$ cat config.mk
export PLATFORM = sky130hd
export DESIGN_NAME = instruction_memory_loadable
export DESIGN_NICKNAME = d
export VERILOG_FILES = /design/src/rtl/instruction_memory_loadable.sv
export SDC_FILE = /design/constraint.sdc
export NUM_CORES = 1
export LEC_CHECK = 0
export ABC_CLOCK_PERIOD_IN_PS = 7000
export CAP_MARGIN = 20
export CORE_AREA = 2 2 169 213
export DETAILED_ROUTE_END_ITERATION = 12
export DIE_AREA = 0 0 171 215
export PLACE_DENSITY = 0.77
export SYNTH_ARGS = -nofsm -noshare
export SYNTH_HDL_FRONTEND = slang
export SYNTH_SLANG_ARGS = --single-unit
export TNS_END_PERCENT = 20
$ cat constraint.sdc
create_clock -name Clock -period 7 [get_ports Clock]
set_input_delay 1.4 -clock Clock [delete_from_list [all_inputs] [get_ports Clock]]
set_output_delay 1.4 -clock Clock [all_outputs]
set_load 0.05 [all_outputs]
$ cat src/rtl/instruction_memory_loadable.sv
// Loadable instruction store: words are streamed in during LOAD, then read back
// with a registered, fully pipelined fetch port during RUN.
module instruction_memory_loadable #(
   parameter int unsigned L     = 16,
   parameter int unsigned DEPTH = 32
) (
   input  logic                         Clock,
   input  logic                         ResetN,
   input  logic                         LoadValid,
   input  logic [L-1:0]                 LoadData,
   output logic                         LoadReady,
   input  logic                         LoadDone,
   output logic [$clog2(DEPTH+1)-1:0]   LoadCount,
   output logic                         Overflow,
   input  logic                         FetchReq,
   input  logic [L-1:0]                 Address,
   output logic [L-1:0]                 Instruction,
   output logic                         InstrValid
);

   localparam int unsigned CW = $clog2(DEPTH + 1);
   localparam int unsigned IW = $clog2(DEPTH);
   localparam int unsigned AW = (L > CW) ? L : CW;

   typedef enum logic {LOAD, RUN} state_t;

   state_t         state;
   logic [L-1:0]   mem [DEPTH];
   logic [AW-1:0]  addr_ext;
   logic [AW-1:0]  count_ext;
   logic [IW-1:0]  rd_idx;
   logic [IW-1:0]  wr_idx;
   logic           full;
   logic           accept;
   logic           in_range;

   // Address is compared at full width so out-of-range fetches never alias into the array.
   assign addr_ext  = AW'(Address);
   assign count_ext = AW'(LoadCount);
   assign in_range  = addr_ext < count_ext;
   assign rd_idx    = IW'(Address);
   assign wr_idx    = IW'(LoadCount);

   assign full      = (LoadCount == CW'(DEPTH));
   assign LoadReady = (state == LOAD) && !full;
   assign accept    = LoadValid && LoadReady;

   // Storage is deliberately not reset; LoadCount gates what is readable.
   always_ff @(posedge Clock) begin
      if (ResetN && accept) begin
         mem[wr_idx] <= LoadData;
      end
   end

   always_ff @(posedge Clock) begin
      if (!ResetN) begin
         state       <= LOAD;
         LoadCount   <= '0;
         Overflow    <= 1'b0;
         Instruction <= '0;
         InstrValid  <= 1'b0;
      end else begin
         case (state)
            LOAD: begin
               InstrValid <= 1'b0;
               if (accept) begin
                  LoadCount <= LoadCount + CW'(1);
               end
               if (LoadValid && full) begin
                  Overflow <= 1'b1;
               end
               if (LoadDone) begin
                  state <= RUN;
               end
            end
            RUN: begin
               InstrValid <= FetchReq;
               if (FetchReq) begin
                  Instruction <= in_range ? mem[rd_idx] : '0;
               end
            end
            default: state <= LOAD;
         endcase
      end
   end

endmodule

==> reports/qor.yml <==
worst_hold_path:
  min_from: "Instruction[3]"
  min_path_type: "flop to flop"
  holdPathEnd: "Instruction[3]"
  hold_depth: 2
yosys:
  ys_seq_area_frac: 0.772
  synth_xor_area_frac: 0.00170
  synth_nets: 1032
  synth-edff-count: 512
  ys_top_cells_by_area: "edfxtp_1 75%, mux4_2 14%, dfxtp_1 2.4%"
  ys_async_sr_fraction: 0
  syn_area_per_cell_um2: 20.9
  synth.distinct_cells: 44
  synth-simple-area-share: 0.0261
  synth_top_cell_by_area: "edfxtp_1"
  netlist_area_um2: 20600
  synth_top_area_frac: 0.747
  syn_inst: 986
  ys_ff_latch: 537
  synthMuxAreaShare: 0.141
  yosys_most_used_dff: "edfxtp_1"
  ys_warn_count: 0
  synth_fa_ha_area_frac: 0.00547
  synth_compound_area_frac: 0.0386
  synth_top_family_by_area: "multiplexers"
routing:
  drc: 0
  wl_um: 45900
  dr.pass1.iters: 6
  wl_per_cell_um: 28.5
  first_iter_violations: 1314
  vias_per_cell: 6.44
  ant_nets: 0
  via_count: 10300
global_route:
  grt_max_degree: 103
  grt_antenna_before_repair: 0
  track_usage: 0.259
  grt.overflow.total: 0
  grt_pass1_wl_um: 68300
  grt_pass1_vias: 10600
setup_path:
  endpoint_kind: "primary output"
  cp-start-kind: "flop"
  r2r_cells: 6
  cp_max_fo: 7
  crit_chain: "inv_1 > ha_1 > a31oi_1 > clkdlybuf4s50_1"
  cp_slowest_stage_delay_ns: 0.82
  crit-reg2reg-launch: "LoadCount[0]"
  critical-path-top-delay-family: "buffers and inverters"
  critPathKind: "flop to primary output"
  reg2reg_slack_ns: 3.86
  cp.arrival_ns: 2.42
  crit_buf_inv: 2
  required_ns: 5.60
  crit_slowest_cell: "clkdlybuf4s50_1"
  r2r_end: "mem[1][13]"
sta:
  holdWs_ns: 0.466
  period_needed_ns: 3.82
  rsz0062_at_grt: "false"
  slew_headroom: 0.266
  fin_setup_tns_ns: 0
  fin_crit_sh: 0.546
  hold_viol: 0
  setup_viol: 0
  worst_pin_slew_ns: 1.10
  fin_skew_ns: 0.0220
  final-max-slew-violation-count: 0
  fmax_mhz: 262
finish:
  final_common_cell: "edfxtp_1"
  final_cells: 1608
  syn2layout_area_growth_pct: 14.9
  layout-drive-gt1-share: 0.224
  final_util: 0.678
  n_antenna_cell: 0
  ff_latch_area_um2: 15900
  fin_nets: 1146
  nFillCells: 2176
  multiInputGateArea_um2: 4380
  final_cell_mix: "512 x edfxtp_1, 125 x mux4_2, 58 x clkdlybuf4s50_1"
place:
  gp_congestion: 0.805
  dp.cells: 1509
  port-buffer-count: 61
  hpwl_um: 26000
floorplanning:
  core_area_um2: 34900
  io_pins: 62
  rows: 77
  die_area_um2: 36800
  die_h_um: 215
  start_util: 0.590
  die_w_um: 171
cts:
  clk_latency_ns: 0.57
  htreeDepth: 2
  ctsResizeCount: 0
  cts_made_buffers: 48
  cts-root-buf: "clkbuf_16"
  clk_path_buf_depth: 3
  tritoncts: "built"
  clk_pin_slew_ns: 0.06
  clock-sinks: 537
  cts_hold_buf: 0
  post_cts_buffers: 0
outcome:
  outcome: "finished, final reports clean"
power:
  ir_drop_v: 0.000221
  power_density_nw_per_um2: 269
  leakage_nw: 7.44
flow_run:
  max_cap_violations: 0
## worst reg2reg max path: cells and delay by family, from the launching register on
family                   cells  cell delay (ns)
buffers and inverters        2             0.46
AND/OR/NAND/NOR              2             0.93
adder cells (fa/ha/maj)      1             0.27
flip-flops                   1             0.46
AO/OA/AOI/OAI                1             0.72
## state kept, by name, summed over array words and instances (netlist names)
name	flops
InstrValid	1
state	1
mem	512
Overflow	1
Instruction	16
LoadCount	6
## stage by stage
stage	total power, mW	setup WS (ns)	area, um2
4_1_cts	6.36	3.16	23300
3_5_place_dp	3.89	2.83	21800
5_1_grt	6.53	3.06	23600
3_3_place_gp	3.88	2.81	21800
2_1_floorplan	3.77	3.56	20600
6_report	6.36	3.18	23600
## power by group
group          total [mW]  leakage, nW  switching, mW  internal [mW]
Combinational       0.316         1.91          0.181          0.134
Sequential           3.53         4.81        0.00428           3.52
Clock                2.51        0.725           1.10           1.42
## cell families (layout without fill, tap and decap cells)
kind of cell             after synthesis  in the layout
AO/OA/AOI/OAI                        121            121
XOR/XNOR                               4              4
adder cells (fa/ha/maj)                9              9
buffers and inverters                 62            210
flip-flops                           537            537
multiplexers                         133            133
AND/OR/NAND/NOR                      120            120
## area by class of cell
| class | instances | area share |
|---|---|---|
| clock buffers | 65 | 0.0552 |
| clock inverters | 19 | 0.00778 |
| multi-input cells | 387 | 0.185 |
| repair buffers | 117 | 0.0534 |
| flip-flops and latches | 537 | 0.672 |
| well taps | 474 | 0.0251 |
| inverters | 9 | 0.00143 |
## routing by layer
layer / track usage / part of all wire / up-vias
met5: 0 / 0 / -
met4: 0.103 / 0.036 / 0
met3: 0.0401 / 0.080 / 98
met2: 0.434 / 0.53 / 526
met1: 0.344 / 0.36 / 5394
li1: - / - / 4330
## worst max path at each step
stage / slack (ns) / depth (start not counted) / to / startpoint
floorplan: 3.56 / 3 / LoadReady / LoadCount[0]
global route: 3.06 / 4 / LoadReady / LoadCount[0]
detailed placement: 2.83 / 6 / mem[1][13] / LoadValid
finish: 3.18 / 4 / LoadReady / LoadCount[0]
global placement: 2.81 / 7 / Instruction[3] / Address[1]
CTS: 3.16 / 4 / LoadReady / LoadCount[0]
## cell usage after synthesis (all sizes together) (2+ instances only)
cell,n
mux4,125
clkbuf,23
a31oi,3
ha,9
a21oi,30
nor2,46
o21ai,19
nand3,13
edfxtp,512
and2,7
mux2i,8
nand4,3
nor3,3
xnor2,4
or4,2
nand2,33
nor2b,6
o21a,2
nand2b,2
buf,30
a21boi,2
dfxtp,25
inv,8
a22oi,56
Power figures use the tool's default switching activity.
